### config.mk
export PLATFORM = sky130hd
export DESIGN_NAME = arithmetic_fu_pipe
export DESIGN_NICKNAME = d
export VERILOG_FILES = /design/src/rtl/arithmetic_fu_pipe.sv
export SDC_FILE = /design/constraint.sdc
export NUM_CORES = 1
export LEC_CHECK = 0
export ABC_AREA = 1
export CORE_MARGIN = 1
export CORE_UTILIZATION = 40
export CTS_BUF_LIST = sky130_fd_sc_hd__clkbuf_8
export CTS_CLUSTER_SIZE = 28
export DETAILED_ROUTE_END_ITERATION = 8
export PLACE_DENSITY = 0.64
export REMOVE_ABC_BUFFERS = 1
export SLEW_MARGIN = 20
export SYNTH_ARGS = -nofsm -noshare
export SYNTH_HDL_FRONTEND = slang
export SYNTH_SLANG_ARGS = --single-unit
### constraint.sdc
create_clock -name clk -period 4.7 [get_ports clk]
set_clock_uncertainty 0.15 [all_clocks]
set_input_delay 1.175 -clock clk [delete_from_list [all_inputs] [get_ports clk]]
set_output_delay 1.175 -clock clk [all_outputs]
set_load 0.05 [all_outputs]
### src/rtl/arithmetic_fu_pipe.sv
// ---------------------------------------------------------------------------
// arithmetic_fu_pipe
//
// Purpose:
//   Pipelined integer arithmetic functional unit for an out-of-order core.
//   Executes ADD, SUB, SLT, SLTU, LUI and AUIPC. Any other uop is flagged
//   illegal and still travels through the pipe carrying its ROB and
//   destination tags, so the ROB can raise the exception in order.
//   The result is computed combinationally into stage 1. Stages 2..STAGES
//   only move data along. Backpressure from writeback stalls the last stage.
//   Empty upstream stages keep filling (bubble collapse), so ready_in only
//   drops when every stage holds a valid op.
//
// Parameters:
//   XLEN           datapath width
//   ROB_SIZE       ROB entries          (tag width $clog2(ROB_SIZE))
//   PHYS_REG_SIZE  physical registers   (tag width $clog2(PHYS_REG_SIZE))
//   UOP_SIZE       uop encoding space   (uop width $clog2(UOP_SIZE))
//   STAGES         pipeline depth, 1..4
//
// Ports:
//   clk           single clock, all state updates on the rising edge
//   rst           synchronous active-high reset, beats flush and valid_in
//   flush         kills every in-flight op and the op issued this cycle
//   valid_in      issue request
//   ready_in      FU can accept an op this cycle
//   uop           operation select
//   rob_entry_in  ROB tag of the issued op
//   dest_reg_in   physical destination tag of the issued op
//   rs1, rs2, pc  operands (rs2 carries the immediate for LUI/AUIPC)
//   valid_out     result valid (last stage valid)
//   ready_out     writeback accepts the result this cycle
//   result        computed value, 0 when valid_out is 0
//   illegal_out   uop not supported, 0 when valid_out is 0
//   rob_entry     ROB tag of the result, 0 when valid_out is 0
//   dest_reg      destination tag of the result, 0 when valid_out is 0
//   inflight      number of valid stages, 0..STAGES
// ---------------------------------------------------------------------------
module arithmetic_fu_pipe #(
    parameter int XLEN          = 32,
    parameter int ROB_SIZE      = 256,
    parameter int PHYS_REG_SIZE = 256,
    parameter int UOP_SIZE      = 16,
    parameter int STAGES        = 2
) (
    input  logic                             clk,
    input  logic                             rst,
    input  logic                             flush,
    input  logic                             valid_in,
    output logic                             ready_in,
    input  logic [$clog2(UOP_SIZE)-1:0]      uop,
    input  logic [$clog2(ROB_SIZE)-1:0]      rob_entry_in,
    input  logic [$clog2(PHYS_REG_SIZE)-1:0] dest_reg_in,
    input  logic [XLEN-1:0]                  rs1,
    input  logic [XLEN-1:0]                  rs2,
    input  logic [XLEN-1:0]                  pc,
    output logic                             valid_out,
    input  logic                             ready_out,
    output logic [XLEN-1:0]                  result,
    output logic                             illegal_out,
    output logic [$clog2(ROB_SIZE)-1:0]      rob_entry,
    output logic [$clog2(PHYS_REG_SIZE)-1:0] dest_reg,
    output logic [2:0]                       inflight
);

    localparam int UOP_W  = $clog2(UOP_SIZE);
    localparam int ROB_W  = $clog2(ROB_SIZE);
    localparam int PREG_W = $clog2(PHYS_REG_SIZE);

    localparam logic [UOP_W-1:0] UOP_ADD   = UOP_W'(0);
    localparam logic [UOP_W-1:0] UOP_SUB   = UOP_W'(1);
    localparam logic [UOP_W-1:0] UOP_SLT   = UOP_W'(2);
    localparam logic [UOP_W-1:0] UOP_SLTU  = UOP_W'(3);
    localparam logic [UOP_W-1:0] UOP_LUI   = UOP_W'(4);
    localparam logic [UOP_W-1:0] UOP_AUIPC = UOP_W'(5);

    // Stage storage. Index 0 is stage 1 (compute), index STAGES-1 drives
    // the outputs. Payload fields are kept at zero whenever valid is 0.
    logic [STAGES-1:0] st_valid;
    logic [XLEN-1:0]   st_result  [STAGES];
    logic              st_illegal [STAGES];
    logic [ROB_W-1:0]  st_rob     [STAGES];
    logic [PREG_W-1:0] st_dest    [STAGES];

    logic [STAGES-1:0] advance;
    logic              accept;
    logic [XLEN-1:0]   calc_result;
    logic              calc_illegal;

    // Decode and execute the issued op. Arithmetic wraps mod 2^XLEN and
    // the compares return a zero-extended 0/1. Unsupported uops give 0 and
    // raise the illegal flag.
    always_comb begin
        calc_result  = '0;
        calc_illegal = 1'b0;
        case (uop)
            UOP_ADD:   calc_result = rs1 + rs2;
            UOP_SUB:   calc_result = rs1 - rs2;
            UOP_SLT:   calc_result = XLEN'($signed(rs1) < $signed(rs2));
            UOP_SLTU:  calc_result = XLEN'(rs1 < rs2);
            UOP_LUI:   calc_result = rs2;
            UOP_AUIPC: calc_result = pc + rs2;
            default: begin
                calc_result  = '0;
                calc_illegal = 1'b1;
            end
        endcase
    end

    // A stage may take new contents when it is empty or the stage after it
    // is moving too. Unrolled, that means stage i advances when writeback
    // is ready or any stage from i to the end is empty. Writing it in that
    // closed form avoids a combinational chain through the advance vector.
    always_comb begin
        logic all_full;
        advance  = '0;
        all_full = 1'b1;
        for (int i = 0; i < STAGES; i++) begin
            all_full = 1'b1;
            for (int j = 0; j < STAGES; j++) begin
                if (j >= i) begin
                    all_full = all_full & st_valid[j];
                end
            end
            advance[i] = ready_out | ~all_full;
        end
    end

    assign ready_in = advance[0];
    assign accept   = valid_in & ready_in;

    // Pipeline registers. Reset and flush both empty every stage and zero
    // the payloads; reset is tested first so it wins. Otherwise each
    // advancing stage copies its predecessor (which is already zero when
    // empty), and stage 1 loads the freshly computed op or a clean bubble.
    // A stalled stage simply holds, which freezes the outputs.
    always_ff @(posedge clk) begin
        if (rst || flush) begin
            st_valid <= '0;
            for (int i = 0; i < STAGES; i++) begin
                st_result[i]  <= '0;
                st_illegal[i] <= 1'b0;
                st_rob[i]     <= '0;
                st_dest[i]    <= '0;
            end
        end else begin
            for (int i = STAGES - 1; i >= 1; i--) begin
                if (advance[i]) begin
                    st_valid[i]   <= st_valid[i-1];
                    st_result[i]  <= st_result[i-1];
                    st_illegal[i] <= st_illegal[i-1];
                    st_rob[i]     <= st_rob[i-1];
                    st_dest[i]    <= st_dest[i-1];
                end
            end
            if (advance[0]) begin
                if (accept) begin
                    st_valid[0]   <= 1'b1;
                    st_result[0]  <= calc_result;
                    st_illegal[0] <= calc_illegal;
                    st_rob[0]     <= rob_entry_in;
                    st_dest[0]    <= dest_reg_in;
                end else begin
                    st_valid[0]   <= 1'b0;
                    st_result[0]  <= '0;
                    st_illegal[0] <= 1'b0;
                    st_rob[0]     <= '0;
                    st_dest[0]    <= '0;
                end
            end
        end
    end

    // Occupancy is derived straight from the stage valids, so it changes
    // on the same edge as the stages themselves.
    always_comb begin
        inflight = 3'd0;
        for (int i = 0; i < STAGES; i++) begin
            if (st_valid[i]) begin
                inflight = inflight + 3'd1;
            end
        end
    end

    // The last stage is the output port.
    assign valid_out   = st_valid[STAGES-1];
    assign result      = st_result[STAGES-1];
    assign illegal_out = st_illegal[STAGES-1];
    assign rob_entry   = st_rob[STAGES-1];
    assign dest_reg    = st_dest[STAGES-1];

endmodule
==> impl_metrics.yaml <==
floorplan:
  start_util: 0.408
  io_pins: 175
  die_w_um: 159
  num_rows: 57
  fp.dieArea_um2: 25400
  coreArea_um2: 24200
  die_h_um: 159
synth:
  synth_area_um2: 9890
  ys_async_sr_fraction: 0
  synthAdderAreaFrac: 0.0939
  synth_top_flop_cell: "dfxtp_1"
  ys_ff_latch: 100
  synth.area.top_cells: "nand2_1 (25%), edfxtp_1 (15%), inv_1 (12%)"
  synth_top_family_by_area: "simple AND/OR/NAND/NOR gates"
  synthCells: 1683
  ys_seq_area_frac: 0.252
  synth_top_area_cell: "nand2_1"
  synth_compound_area_frac: 0.0811
  synth_cell_types: 47
  synth.area.mux_share: 0
  synth-simple-area-share: 0.417
  synth_edf_count: 49
  yosys-top-cells-count: "nand2_1 (666), inv_1 (327), nor2_1 (129), nand3_1 (111), a21oi_1 (94)"
  syn_area_per_cell_um2: 5.88
  synth.yosys.warnings: 0
  synth-xor-area-share: 0.00797
  synth_top_area_share: 0.253
  synth.most_common_cell: "nand2_1"
timing:
  fin_crit_sh: 0.884
  hold_viol: 0
  setup_viol: 0
  max_freq_ghz: 0.241
  slew_headroom: 0.495
  setup_ws_ps: 546
  rsz0062_at_grt: "false"
  period_minus_slack_ps: 4150
  finalSetupTns_ps: 0
  worst_pin_slew_ps: 757
  slew_violations: 0
drt:
  drt-vias-per-instance: 4.81
  firstDrtPassIters: 5
  drt_wl_total_mm: 32.2
  ant_nets: 0
  first_iter_violations: 683
  routedWlPerCell_um: 14.8
  drt_drc_violations_left: 0
  num_vias: 10471
worst_setup_path:
  worstPathRequired_ps: 4770
  critPathCaptureType: "flop"
  crit_path_start_kind: "primary input"
  cp_slowest_cell: "clkdlybuf4s50_1"
  crit_chain: "clkdlybuf4s50_1 > inv_2 > nor2_2 > nand2_2 > buf_12 > nand2_1 > nand2_1 > ha_1 > nand2_1 > nor3_2 > o21ai_0 > nand3_1 > nand2_1 > nand3_1 > nand3_1 > nand2_1 > a21oi_1"
  max_stage_delay_ps: 520
  crit_arrival_ps: 4220
  worstPathMaxFanout: 30
  path_class: "primary input to flop"
  cpMostUsedCell: "nand2_1"
place:
  gp_congestion: 0.915
  placed_cell_area_um2: 12000
  place_ws_ps: 220
  dp.cells: 2159
  dpl.hpwl_mm: 27.1
  port_buffers: 173
power:
  irDropWorstVdd_v: 0.000141
  switching_share: 0.379
  p_total_uw: 2390
  p_per_area_nw_per_um2: 197
  p_int_uw: 1480
  clockPowerShare: 0.219
  leakage_uw: 0.00619
  power.switching_uw: 907
  power_frac_seq: 0.385
  comb_power_share: 0.396
global_route:
  grt_antenna_before_repair: 0
  grt_pass1_wl_mm: 50.8
  overflow: 0
  grt_util_all_layers: 0.254
  grt_start_max_net_pins: 49
  grt_pass1_vias: 9763
clock_tree:
  postCtsSetupRepairBufs: 0
  cts_resized: 0
  cts_htree_levels: 3
  clkTransAtPathRegs_ps: 90
  cts_buffers: 9
  cts_tree: "done"
  clk_latency_ps: 360
  cts_hold_buffers: 0
  cts_root_buf: "clkbuf_8"
  clk_path_buf_depth: 2
  cts_sinks: 100
job:
  cap_violations: 0
run_status:
  status: "complete, no violations"
finish:
  finalNonFillerCells: 2175
  drive_gt1_frac: 0.0519
  antenna_cells: 0
  syn2layout_area_growth_pct: 23.0
  final_nets: 2040
  final_area_um2: 12200
worst_hold_path:
  hold_path.class: "flop to flop"
[layer usage]
| layer | GRT usage | share of wire | wire length [um] |
|---|---|---|---|
| met5 | 0 | 0 | 0 |
| met4 | 0.0673 | 0.020 | 656 |
| met3 | 0.0232 | 0.056 | 1800 |
| met2 | 0.421 | 0.45 | 14400 |
| met1 | 0.353 | 0.48 | 15300 |
[power by group through the flow]
stage	Sequential [uW]	Combinational, uW	Clock, uW
floorplan	956	583	0
global placement	941	933	0
detailed placement	941	935	0
CTS	921	940	545
global route	923	1060	569
finish	921	946	524
[sequential cells by signal (all words and copies together), names as in the netlist]
| name | cells |
|---|---|
| st_result | 64 |
| st_rob | 16 |
| st_valid | 2 |
| st_dest | 16 |
| st_illegal | 2 |
[layout make-up]
| class | count | area (um^2) |
|---|---|---|
| Fill cell | 2604 | 12100 |
| Multi-Input combinational cell | 1217 | 5970 |
| Sequential cell | 100 | 2490 |
| Timing Repair Buffer | 186 | 1850 |
| Inverter | 332 | 1250 |
| Tap cell | 324 | 405 |
| Clock buffer | 10 | 138 |
| Clock inverter | 6 | 55.1 |
[cell families after synthesis]
group | after synthesis
simple gates | 992
buf+inv | 366
compound gates | 142
flops | 100
fa+ha+maj | 73
xor+xnor | 9
other cells | 1
[layout by cell type (no fill, tap or decap), types with 3 or more instances in the layout]
| cell type | synthesis | final |
|---|---|---|
| nand2_1 | 666 | 666 |
| inv_1 | 327 | 327 |
| clkdlybuf4s50_1 | 0 | 173 |
| nor2_1 | 129 | 127 |
| nand3_1 | 111 | 110 |
| a21oi_1 | 94 | 94 |
| ha_1 | 71 | 71 |
| dfxtp_1 | 51 | 51 |
| edfxtp_1 | 49 | 49 |
| nand2_2 | 19 | 19 |
| o21ai_0 | 18 | 18 |
| nand4_1 | 13 | 13 |
| nor2_2 | 12 | 12 |
| buf_4 | 4 | 11 |
| o211ai_1 | 10 | 10 |
| clkbuf_8 | 1 | 10 |
| nor3_1 | 9 | 9 |
| or2_2 | 8 | 8 |
| a21oi_2 | 7 | 7 |
| nand3b_1 | 6 | 6 |
| xnor2_1 | 6 | 6 |
| o21bai_1 | 5 | 5 |
| nand3_2 | 3 | 4 |
| nor3_2 | 4 | 4 |
| inv_2 | 3 | 3 |
| and2_1 | 3 | 3 |
| xor2_1 | 3 | 3 |
[per-stage QoR]
step	hold slack, ps	util
4_1_cts	320	0.502
5_1_grt	336	0.502
6_report	318	0.502
3_3_place_gp	302	0.494
2_1_floorplan	286	-
3_5_place_dp	305	0.494
[critical path, delay by kind of cell]
family	cells	cell delay (ps)
and+or+nand+nor	11	1540
buffers and inverters	3	780
adders and majority gates	1	370
AOI/OAI and AO/OA	2	340
[final timing paths]
check | start | endpoint | slack [ps] | cells past startpoint
max | uop[0] | st_result[0][17] | 550 | 17
min | st_result[0][7] | st_result[0][7] | 320 | 2
max reg2reg | st_valid[1] | st_rob[0][4] | 2370 | 8
min reg2reg | st_result[0][7] | st_result[0][7] | 320 | 2
No activity file was read; power rests on OpenSTA's default activity.
